[config.mk]
export PLATFORM = sky130hd
export DESIGN_NAME = ps2_scancode_rx
export DESIGN_NICKNAME = d
export VERILOG_FILES = /design/src/rtl/ps2_pkg.sv /design/src/rtl/ps2_frame_rx.sv /design/src/rtl/ps2_scancode_rx.sv
export SDC_FILE = /design/constraint.sdc
export NUM_CORES = 1
export LEC_CHECK = 0
export CELL_PAD_IN_SITES_DETAIL_PLACEMENT = 1
export CELL_PAD_IN_SITES_GLOBAL_PLACEMENT = 2
export CORE_UTILIZATION = 47
export CTS_BUF_LIST = sky130_fd_sc_hd__clkbuf_4 sky130_fd_sc_hd__clkbuf_8
export CTS_CLUSTER_DIAMETER = 30
export DETAILED_ROUTE_END_ITERATION = 10
export DONT_BUFFER_PORTS = 1
export GPL_TIMING_DRIVEN = 0
export PLACE_DENSITY_LB_ADDON = 0.15
export SYNTH_ARGS = -nofsm -noshare
export SYNTH_HDL_FRONTEND = slang
export SYNTH_SLANG_ARGS = --single-unit
[constraint.sdc]
create_clock -name clk_sys -period 3.8 [get_ports clk_sys]
set_input_delay 0.38 -clock clk_sys [delete_from_list [all_inputs] [get_ports clk_sys]]
set_output_delay 0.38 -clock clk_sys [all_outputs]
set_load 0.03 [all_outputs]
[src/rtl/ps2_pkg.sv]
// Shared types and constants for the PS/2 scancode receiver.
package ps2_pkg;

  typedef enum logic [1:0] {
    StIdle,
    StData,
    StParity,
    StStop
  } frame_state_e;

  localparam logic [7:0] PrefixExt   = 8'hE0;
  localparam logic [7:0] PrefixRel   = 8'hF0;
  localparam logic [7:0] PrefixPause = 8'hE1;

  // Bytes following E1 that belong to the Pause sequence and are dropped.
  localparam logic [2:0] PauseSkipLen = 3'd7;

  // Keyboard status/ack codes that never form key events.
  function automatic logic is_discard(input logic [7:0] b);
    logic hit;
    hit = 1'b0;
    case (b)
      8'h00, 8'hAA, 8'hEE, 8'hFA, 8'hFE, 8'hFF: hit = 1'b1;
      default: hit = 1'b0;
    endcase
    return hit;
  endfunction

endpackage

[src/rtl/ps2_frame_rx.sv]
// PS/2 line conditioning and 11-bit frame deserialiser with timeout abort.
module ps2_frame_rx
  import ps2_pkg::*;
#(
  parameter int unsigned FILTER_LEN = 8,
  parameter int unsigned TIMEOUT    = 60000
) (
  input  logic       clk_sys,
  input  logic       reset_n,
  input  logic       ps2_clk,
  input  logic       ps2_data,
  output logic [7:0] rx_byte,
  output logic       byte_valid,
  output logic       frame_err
);

  localparam int unsigned FiltW = $clog2(FILTER_LEN + 1);
  localparam int unsigned TmoW  = $clog2(TIMEOUT + 1);

  logic [1:0]      clk_sync_q;
  logic [1:0]      data_sync_q;
  logic            clk_filt_q;
  logic            clk_filt_prev_q;
  logic [FiltW-1:0] filt_cnt_q;
  logic            fall;
  logic            data_s;

  frame_state_e    state_q;
  logic [2:0]      bit_cnt_q;
  logic            parity_q;
  logic [TmoW-1:0] tmo_cnt_q;

  assign data_s = data_sync_q[1];
  assign fall   = clk_filt_prev_q & ~clk_filt_q;

  // Two-flop synchronisers; lines idle high.
  always_ff @(posedge clk_sys or negedge reset_n) begin
    if (!reset_n) begin
      clk_sync_q  <= 2'b11;
      data_sync_q <= 2'b11;
    end else begin
      clk_sync_q  <= {clk_sync_q[0], ps2_clk};
      data_sync_q <= {data_sync_q[0], ps2_data};
    end
  end

  // Glitch filter: level follows the sample only after FILTER_LEN disagreeing samples in a row.
  always_ff @(posedge clk_sys or negedge reset_n) begin
    if (!reset_n) begin
      clk_filt_q      <= 1'b1;
      clk_filt_prev_q <= 1'b1;
      filt_cnt_q      <= '0;
    end else begin
      clk_filt_prev_q <= clk_filt_q;
      if (clk_sync_q[1] == clk_filt_q) begin
        filt_cnt_q <= '0;
      end else if (filt_cnt_q == FiltW'(FILTER_LEN - 1)) begin
        clk_filt_q <= clk_sync_q[1];
        filt_cnt_q <= '0;
      end else begin
        filt_cnt_q <= filt_cnt_q + 1'b1;
      end
    end
  end

  // Frame FSM with timeout; byte_valid and frame_err are registered single-cycle pulses.
  always_ff @(posedge clk_sys or negedge reset_n) begin
    if (!reset_n) begin
      state_q    <= StIdle;
      bit_cnt_q  <= '0;
      parity_q   <= 1'b0;
      rx_byte    <= '0;
      tmo_cnt_q  <= '0;
      byte_valid <= 1'b0;
      frame_err  <= 1'b0;
    end else begin
      byte_valid <= 1'b0;
      frame_err  <= 1'b0;
      if (fall) begin
        // An edge always wins over a coincident timeout.
        tmo_cnt_q <= '0;
        unique case (state_q)
          StIdle: begin
            if (!data_s) begin
              state_q   <= StData;
              bit_cnt_q <= '0;
            end
          end
          StData: begin
            rx_byte   <= {data_s, rx_byte[7:1]};
            bit_cnt_q <= bit_cnt_q + 1'b1;
            if (bit_cnt_q == 3'd7) begin
              state_q <= StParity;
            end
          end
          StParity: begin
            parity_q <= data_s;
            state_q  <= StStop;
          end
          StStop: begin
            if (data_s && ((^rx_byte) ^ parity_q)) begin
              byte_valid <= 1'b1;
            end else begin
              frame_err <= 1'b1;
            end
            state_q <= StIdle;
          end
          default: state_q <= StIdle;
        endcase
      end else if (state_q == StIdle) begin
        tmo_cnt_q <= '0;
      end else if (tmo_cnt_q == TmoW'(TIMEOUT - 1)) begin
        tmo_cnt_q <= '0;
        state_q   <= StIdle;
        frame_err <= 1'b1;
      end else begin
        tmo_cnt_q <= tmo_cnt_q + 1'b1;
      end
    end
  end

endmodule

[src/rtl/ps2_scancode_rx.sv]
// PS/2 keyboard receiver: folds E0/F0/E1 prefixes into toggle-strobed key events.
module ps2_scancode_rx
  import ps2_pkg::*;
#(
  parameter int unsigned FILTER_LEN = 8,
  parameter int unsigned TIMEOUT    = 60000
) (
  input  logic        clk_sys,
  input  logic        reset_n,
  input  logic        ps2_clk,
  input  logic        ps2_data,
  output logic [10:0] ps2_key,
  output logic        frame_err,
  output logic [7:0]  err_cnt
);

  logic [7:0] rx_byte;
  logic       byte_valid;
  logic       ext_q;
  logic       rel_q;
  logic [2:0] skip_q;

  ps2_frame_rx #(
    .FILTER_LEN(FILTER_LEN),
    .TIMEOUT   (TIMEOUT)
  ) u_frame_rx (
    .clk_sys   (clk_sys),
    .reset_n   (reset_n),
    .ps2_clk   (ps2_clk),
    .ps2_data  (ps2_data),
    .rx_byte   (rx_byte),
    .byte_valid(byte_valid),
    .frame_err (frame_err)
  );

  // Prefix assembler: accumulate flags, drop Pause tail and status codes, emit on real keys.
  always_ff @(posedge clk_sys or negedge reset_n) begin
    if (!reset_n) begin
      ps2_key <= '0;
      ext_q   <= 1'b0;
      rel_q   <= 1'b0;
      skip_q  <= '0;
    end else if (frame_err) begin
      ext_q  <= 1'b0;
      rel_q  <= 1'b0;
      skip_q <= '0;
    end else if (byte_valid) begin
      if (skip_q != '0) begin
        skip_q <= skip_q - 1'b1;
      end else if (rx_byte == PrefixExt) begin
        ext_q <= 1'b1;
      end else if (rx_byte == PrefixRel) begin
        rel_q <= 1'b1;
      end else if (rx_byte == PrefixPause) begin
        skip_q <= PauseSkipLen;
      end else if (!is_discard(rx_byte)) begin
        ps2_key <= {~ps2_key[10], ~rel_q, ext_q, rx_byte};
        ext_q   <= 1'b0;
        rel_q   <= 1'b0;
      end
    end
  end

  // Saturating error counter.
  always_ff @(posedge clk_sys or negedge reset_n) begin
    if (!reset_n) begin
      err_cnt <= '0;
    end else if (frame_err && (err_cnt != 8'hFF)) begin
      err_cnt <= err_cnt + 1'b1;
    end
  end

endmodule

== After elaboration in Yosys (flattened, before gate mapping) ==
Cells that the tools add are included.
Storage, ports and cells
  flip-flop bits (word level): 66
  output and inout bits: 20
  word-level logic and storage cells: 128
Operators by class
  add/sub/neg operators: 5
  eq/ne operators: 28
  muxes and demuxes: 46
  bitwise gates (word level): 12
  reductions and logical operators: 20
Operators by type and width (count)
  $eq 8x8->1 const B: 8
  $mux 16: 3
  $mux 1: 27
  $mux 3: 7
  $ne 3x2->1 const B: 7
  $add 16x1->16 const B: 1
  $eq 16x16->1 const B: 1
  $mux 2: 5
  $not 1->1: 10
  $reduce_and 5->1: 2
  $add 8x1->8 const B: 1
  $logic_not 8->1: 1
  $mux 4: 2
  $ne 8x8->1 const B: 1
  $pmux 2 s4: 1
  $reduce_and 4->1: 2
  $reduce_xor 8->1: 1
  $reduce_and 7->1: 1
  $ne 2x1->1 const B: 3
  $pmux 3 s2: 1
  $reduce_and 2->1: 3
  $reduce_bool 2->1: 3
  $reduce_bool 3->1: 2
  $reduce_or 6->1: 1
  15 further kinds: 17

== Longest topological paths before layout ==
Gate-level depths: netlist of the first run.
  word-level depth: 16
  gate-level depth with buffers: 7
  gate-level depth less buffers: 6

== Modules after synthesis ==
From an unflattened synthesis of the first run, not the netlist that was laid out.
Unflattened totals
  cell total of the unflattened synthesis: 266
  area total of the unflattened synthesis: 3139.3 um2
By module, submodules not included
  ps2_frame_rx: instances 1, cells each 169, area an instance 1965.6 um2, seq. area each 1058.5 um2
  ps2_scancode_rx: instances 1, cells each 97, area an instance 1173.6 um2, seq. area each 600.6 um2

== Least setup slack after synthesis of the first run ==
Ideal clock, no wire load.
  path kind: register -> register
  start: register u_frame_rx.rx_byte[0]
  end: register ps2_key[0]
  arrival time: 1.854 ns
  data required time: 3.675 ns
  path slack: 1.821 ns
  cell stages (with the launch flop): 8
  period minus slack after synthesis: 1.979 ns
  cells stage by stage: dfrtp_1 -> inv_1 -> ha_1 -> o2111ai_1 -> o21ai_0 -> nor4b_2 -> buf_2 -> mux2_2
Between the ends
  longest elaborated chain between the ends: 11
  elaborated cells between the ends (all ways): 22
  those cells by class: eq/ne: 8; mux: 7; bitwise: 4; reduce/logical: 3
Ends and longest elaborated chain
  from (decl): RTL line ps2_frame_rx.sv:12  | output logic [7:0] rx_byte,
  from (signal assigned): RTL line ps2_frame_rx.sv:90  | rx_byte <= {data_s, rx_byte[7:1]};
  $eq 8x8->1 / $logic_not 8->1 (equally long branches): RTL line ps2_pkg.sv:22  | case (b)
  $reduce_or 6->1: RTL line ps2_pkg.sv:22
  $mux 1: RTL line ps2_pkg.sv:22
  $mux 1: RTL line ps2_scancode_rx.sv:54  | end else if (rx_byte == PrefixPause) begin
  $mux 1: RTL line ps2_scancode_rx.sv:52  | end else if (rx_byte == PrefixRel) begin
  $mux 1: RTL line ps2_scancode_rx.sv:50  | end else if (rx_byte == PrefixExt) begin
  $mux 1: RTL line ps2_scancode_rx.sv:48  | if (skip_q != '0) begin
  $mux 1: RTL line ps2_scancode_rx.sv:47  | end else if (byte_valid) begin
  $mux 1: RTL line ps2_scancode_rx.sv:43  | end else if (frame_err) begin
  $not 1->1 (no line)
  $reduce_and 7->1 (no line)
  to (signal assigned): RTL line ps2_scancode_rx.sv:57  | ps2_key <= {~ps2_key[10], ~rel_q, ext_q, rx_byte};
  to (decl): RTL line ps2_scancode_rx.sv:12  | output logic [10:0] ps2_key,
Parallel ways exist; a longest one is shown, timed or not. The select of a mux whose other input is x is not followed.
A chain may end at the register's enable or synchronous reset.

== Final worst setup path of the first run ==
  start: register u_frame_rx.rx_byte[0]
  end: register ps2_key[5]
Between the ends
  longest elaborated chain between the ends: 11
  elaborated cells between the ends (all ways): 22
  those cells by class: eq/ne: 8; mux: 7; bitwise: 4; reduce/logical: 3
Ends and longest elaborated chain (RTL line)
  $eq 8x8->1 / $logic_not 8->1 (equally long branches): ps2_pkg.sv:22
  $reduce_or 6->1: ps2_pkg.sv:22
  $mux 1: ps2_pkg.sv:22
  $mux 1: ps2_scancode_rx.sv:54
  $mux 1: ps2_scancode_rx.sv:52
  $mux 1: ps2_scancode_rx.sv:50
  $mux 1: ps2_scancode_rx.sv:48
  $mux 1: ps2_scancode_rx.sv:47
  $mux 1: ps2_scancode_rx.sv:43
  $not 1->1 (no line)
  $reduce_and 7->1 (no line) *
Every way passes the cells marked *; elsewhere a longest branch is shown, timed or not. The select of a mux whose other input is x is not followed.

==> flow_summary.toml, run 1 <==
[clock_network]
clk_latency_ps = 340
cts_buffer_depth = 2
clkTransAtPathRegs_ps = 70
cts_made_buffers = 9
root_buffer = "clkbuf_8"
cts_max_level = 3
post_cts_buffers = 0
cts.repair.resized = 0
clock-sinks = 66
cts_tree = "yes"

[detailed_routing]
avgRoutedWirePerCell_um = 15.59
via_count = 2239
detailedRoute.firstIterationViolations = 48
dr.pass1.iters = 4
ant_nets = 0
vias_per_cell = 5.556
drc_errors = 0
finalWirelength_mm = 6.284

[timing]
setup_ws_ps = 1574
fin_tns_setup_ps = 0
final_hold_viol_count = 0
slew_violations = 0
fmax_ghz = 0.4493
hold_ws_ps = 355.9
fin_crit_ps = 2226
skew_ps = 11.68
finalCritPeriodShare = 0.5857
setup_viol = 0
maxSlewHeadroom = 0.6874
worst_pin_slew_ps = 464.1
rsz0062_at_grt = "false"

[synth]
ys_warn_count = 0
synth.distinct_cells = 44
synth-edff-count = 0
synthesis.nets = 331
syn_inst = 303
async_flop_share = 1.000
synth_seq_cells = 66
ys_seq_area_frac = 0.5075
post_synth_instance_area_um2 = 3269
syn_avg_cell_area_um2 = 10.79
ys.flop_type = "dfrtp_1"

[power_and_ir_drop]
comb_power_share = 0.218
leakagePower_nw = 1.588
clockPowerShare = 0.293
seq_power_share = 0.489
power.internal_mw = 1.223
powerDensity_nw_per_um2 = 509.9
ir_drop_mv = 0.2760
p_sw_frac = 0.3351
p_sw_uw = 616.5

[placement]
gp_congestion = 0.7710
io_buffers = 0
preCtsSetupSlack_ps = 1559
dp_cells = 383
dp_hpwl_mm = 4.385

[hold_path]
hold_depth = 0
min-delay-start = "u_frame_rx.data_sync_q[0]"
hp-class = "register to register"
hold_path_end = "u_frame_rx.data_sync_q[1]"

[final_layout]
stdcell_count = 403
num-fill-cells = 763
diodes = 0
drive_gt1_frac = 0.1517
final_nets = 346
area_growth_pct = 10.37

[worst_setup_path]
path_class = "register to register"
r2r_start = "u_frame_rx.rx_byte[0]"
required_ps = 4030
cp_max_fo = 10
timing.rr.end = "ps2_key[5]"
rrSetupSlack_ps = 1570
crit_arrival_ps = 2460
end_kind = "register"
r2r_cells = 7
start_kind = "register"

[floorplanning]
die_h_um = 85.41
start_util = 0.4839
dieArea_um2 = 7294
design.core.area_um2 = 6756
pin_count = 24
die_width_um = 85.41
rows = 30

[grt]
grt_max_degree = 67
antenna_found_initial = 0
grt_pass1_wl_mm = 11.15
grt_overflow = 0
grt.total_usage = 0.1966
grt_pass1_vias = 2361

[outcome]
status = "complete, no violations"

[job]
drv_cap = 0
## synth_stat cells (all sizes together) (3+ instances only)
cell type / count / area, µm²
dfstp: 6 / 157.7
xnor2: 14 / 122.6
nand2: 29 / 108.9
a21oi: 8 / 43.79
ha: 24 / 300.3
xor2: 8 / 70.07
o21ai: 15 / 75.07
nor2: 26 / 97.59
inv: 17 / 63.81
nor2b: 5 / 31.28
dfrtp: 60 / 1501
mux2: 15 / 168.9
nor3: 11 / 55.05
buf: 3 / 15.01
or4: 3 / 30.03
a211oi: 3 / 22.52
clkbuf: 3 / 11.26
nand4: 9 / 56.30
nand2b: 3 / 18.77
nand3: 11 / 65.06
nor4: 3 / 18.77
a31oi: 4 / 25.02
## through the flow
| stage | utilization | total power, mW | cell area, µm² |
|---|---|---|---|
| final | 0.5341 | 1.840 | 3608 |
| after global routing | 0.5341 | 1.969 | 3608 |
| after CTS | 0.5311 | 1.866 | 3588 |
| after floorplan | - | 1.191 | 3269 |
| after detailed placement | 0.4987 | 1.299 | 3369 |
| after global placement | 0.4987 | 1.281 | 3369 |
## critical path, stage by stage, from the launching register on
cell,delay (ps)
dfrtp_1,420
inv_1,90
ha_1,230
o2111ai_1,200
o21ai_0,160
nor4b_2,320
buf_2,320
mux2_2,380
## layer usage
layer	part of all wire	GRT usage
met5	0	0
met2	0.47	0.3127
met3	0.030	0.06712
met4	0.010	0.06212
met1	0.49	0.2533
## final cells by class
cell class                 instances  area, µm²  area share
buffer                             6      26.28    0.007282
timing repair buffer               4      57.56     0.01595
sequential                        66       1659      0.4598
tap                               80      100.1     0.02774
inverter                          17      63.81     0.01768
clock buffer                      12      152.6     0.04230
multi-input combinational        214       1520      0.4213
clock inverter                     4      28.78    0.007975
## sequential cells by signal (all words and copies together), names as in the netlist, 2 cells and up
register                count
err_cnt                     8
u_frame_rx.tmo_cnt_q       16
u_frame_rx.filt_cnt_q       4
u_frame_rx.state_q          2
u_frame_rx.bit_cnt_q        3
skip_q                      3
u_frame_rx.rx_byte          8
u_frame_rx.clk_sync_q       2
ps2_key                    11
u_frame_rx.data_sync_q      2
## kinds of logic (layout without fill, tap and decap cells)
family,Yosys count,after routing,synth area share
flip-flops,66,66,0.5075
XOR/XNOR,23,23,0.06583
buffers and inverters,23,43,0.02755
AO/OA/AOI/OAI,40,40,0.07693
multiplexers,15,15,0.05166
adder cells (fa/ha/maj),24,24,0.09185
AND/OR/NAND/NOR,112,112,0.1787
## cell usage in the layout, fill, tap and decap left out, types with 4 or more instances in the layout
cell type,instances
o21ai_0,15
nor3_1,11
a31oi_1,4
inv_1,17
nor2b_1,5
a21oi_1,7
nor2_1,26
ha_1,24
dfstp_2,6
dfrtp_1,60
nand3_1,9
nand4_1,9
clkbuf_8,10
xor2_1,8
mux2_2,15
xnor2_1,14
nand2_1,29
## power groups by stage
stage | clock network (mW) | logic, mW | registers (mW)
3_3_place_gp | 0 | 0.375 | 0.906
6_report | 0.540 | 0.401 | 0.899
5_1_grt | 0.587 | 0.467 | 0.914
3_5_place_dp | 0 | 0.387 | 0.912
4_1_cts | 0.558 | 0.409 | 0.899
2_1_floorplan | 0 | 0.304 | 0.887
## worst max-delay path by stage
stage / start / to / slack [ps]
CTS: u_frame_rx.rx_byte[4] / ps2_key[5] / 1540
global placement: u_frame_rx.rx_byte[4] / ps2_key[0] / 1580
finish: u_frame_rx.rx_byte[0] / ps2_key[5] / 1570
detailed placement: u_frame_rx.rx_byte[4] / ps2_key[5] / 1560
floorplan: u_frame_rx.rx_byte[0] / ps2_key[0] / 1820
global route: u_frame_rx.rx_byte[4] / ps2_key[5] / 1360
## repair_timing
item	CTS	global route
hold endpoints to repair	66	2
hold buffers	2	2
setup endpoints to repair	0	0
Note: power is estimated with default switching activity, not from simulation.
==> run 2: changes to the inputs <==
CORE_UTILIZATION = 44   (was 47)
clock period = 2.3 ns   (was 3.8 ns; I/O delays follow)
==> flow_summary.toml, run 2 (same netlist as run 1, synthesis figures left out) <==
[grt]
grt_pass1_wl_mm = 11.25
grt_pass1_vias = 2293
use_met2 = 0.3014
grt-busiest-layer = "met2"
grt_overflow = 0
grt.total_usage = 0.1927
grt_use_met3 = 0.04430
use_met1 = 0.2507
antenna_found_initial = 0
grt_max_degree = 67

[outcome]
status = "complete, no violations"

[power_and_ir_drop]
powerDensity_nw_per_um2 = 854.9
leakagePower_nw = 1.619
power.internal_mw = 2.110
clockPowerShare = 0.319
seq_power_share = 0.468
p_sw_mw = 1.057
ir_drop_mv = 0.3989
comb_power_share = 0.212
p_sw_frac = 0.3338

[final_layout]
largest_reg_flops = 16
num-fill-cells = 806
ff_latch_area_um2 = 1663
stdcell_count = 426
final_nets = 350
layout_common_cells = "dfrtp_1 (57), nand2_1 (29), nor2_1 (26)"
multi_input_area_um2 = 1538
reg_top3 = "u_frame_rx.tmo_cnt_q (16), ps2_key (11)"
layout_commonest_cell = "dfrtp_1"
drive_gt1_frac = 0.1774
top_register = "u_frame_rx.tmo_cnt_q"
diodes = 0
area_growth_pct = 13.32
fin_util = 0.5135

[clock_network]
cts_buffer_depth = 2
clk_latency_ps = 350
clkTransAtPathRegs_ps = 70
cts_max_level = 3
cts_made_buffers = 9
cts_tree = "yes"
clock-sinks = 66
root_buffer = "clkbuf_8"

[floorplanning]
design.core.area_um2 = 7214
dieArea_um2 = 7779
pin_count = 24
die_width_um = 88.20
die_h_um = 88.20
rows = 31
start_util = 0.4532

[worst_setup_path]
required_ps = 2530
max_stage_delay_ps = 400
crit_path_cell_trace = "inv_1 -> ha_1 -> nand4_1 -> nand4_1 -> nor4b_4 -> buf_4 -> buf_4 -> mux2_2"
end_kind = "register"
path_buf_inv = 3
start_kind = "register"
path_class = "register to register"
cp_max_fo = 5
crit_arrival_ps = 2440
path_delay_family = "simple AND/OR/NAND/NOR gates"
cpMaxStageDelayCell = "dfrtp_1"

[placement]
io_buffers = 0
gp_congestion = 0.8005
dp_hpwl_mm = 4.419
dp_cells = 402

[timing]
setup_viol = 0
slew_violations = 0
rsz0062_at_grt = "false"
maxSlewHeadroom = 0.6864
skew_ps = 6.376
fmax_ghz = 0.4536
final_hold_viol_count = 0
finalCritPeriodShare = 0.9586
fin_crit_ps = 2205
worst_pin_slew_ps = 465.5

[detailed_routing]
dr.pass1.iters = 4
avgRoutedWirePerCell_um = 15.38
drc_errors = 0
finalWirelength_mm = 6.550
detailedRoute.firstIterationViolations = 48
vias_per_cell = 5.293
via_count = 2255
ant_nets = 0

[job]
drv_cap = 0

[hold_path]
hp-class = "register to register"
-- run 2: metrics by stage --
step           TNS, ps  hold WS, ps  setup WS [ps]  area [µm²]  total power [mW]
2_1_floorplan        0       -65.59          320.9        3269             1.968
3_3_place_gp         0       -64.36          69.92        3393             2.120
3_5_place_dp    -384.0       -63.81         -57.32        3393             2.143
4_1_cts              0        362.7          3.077        3664             3.202
5_1_grt              0        368.5          3.646        3705             3.384
6_report             0        360.3          95.21        3705             3.167
-- run 2: repair_timing --
action,4_1_cts,5_1_grt
pin swaps,0,1
gates cloned,0,1
hold buffers,4,0
endpoints found under the setup margin,9,20
hold endpoints to repair,68,0
gates resized for setup,1,9
setup buffers,1,2
-- run 2: worst paths after layout --
path,from,endpoint,slack [ps],cells past startpoint
max,u_frame_rx.rx_byte[2],ps2_key[7],100,8
min,u_frame_rx.clk_sync_q[0],u_frame_rx.clk_sync_q[1],360,0
min in group asynchronous,reset_n,ps2_key[1],440,2
max in group asynchronous,reset_n,u_frame_rx.data_sync_q[1],1560,2
max reg2reg,u_frame_rx.rx_byte[2],ps2_key[7],100,8
min reg2reg,u_frame_rx.clk_sync_q[0],u_frame_rx.clk_sync_q[1],360,0
-- run 2: final cells by class --
type / instances / share of cell area
Multi-Input combinational cell: 214 / 0.4151
Inverter: 17 / 0.01722
Tap cell: 99 / 0.03343
Buffer: 6 / 0.007768
Clock buffer: 10 / 0.03715
Timing Repair Buffer: 8 / 0.02297
Clock inverter: 6 / 0.01756
Sequential cell: 66 / 0.4488
-- run 2: power groups by stage --
| stage | logic, mW | registers, mW | clock network (mW) |
|---|---|---|---|
| after CTS | 0.677 | 1.48 | 1.04 |
| after detailed placement | 0.639 | 1.50 | 0 |
| after global placement | 0.623 | 1.50 | 0 |
| after global routing | 0.787 | 1.51 | 1.08 |
| final | 0.672 | 1.48 | 1.01 |
| after floorplan | 0.502 | 1.47 | 0 |
-- run 2: metal layers --
metal / wire length (µm) / vias up / share of wire
met2: 3169 / 22 / 0.48
met3: 150 / 12 / 0.023
met4: 141 / 0 / 0.022
li1: - / 1094 / -
met1: 3088 / 1127 / 0.47
met5: 0 / - / 0
==> run 3: changes to the inputs <==
ABC_CLOCK_PERIOD_IN_PS = 2300   (was default)
==> results of run 3 <==
Same layout as run 2: the final DEF is identical, and so are final timing and power.
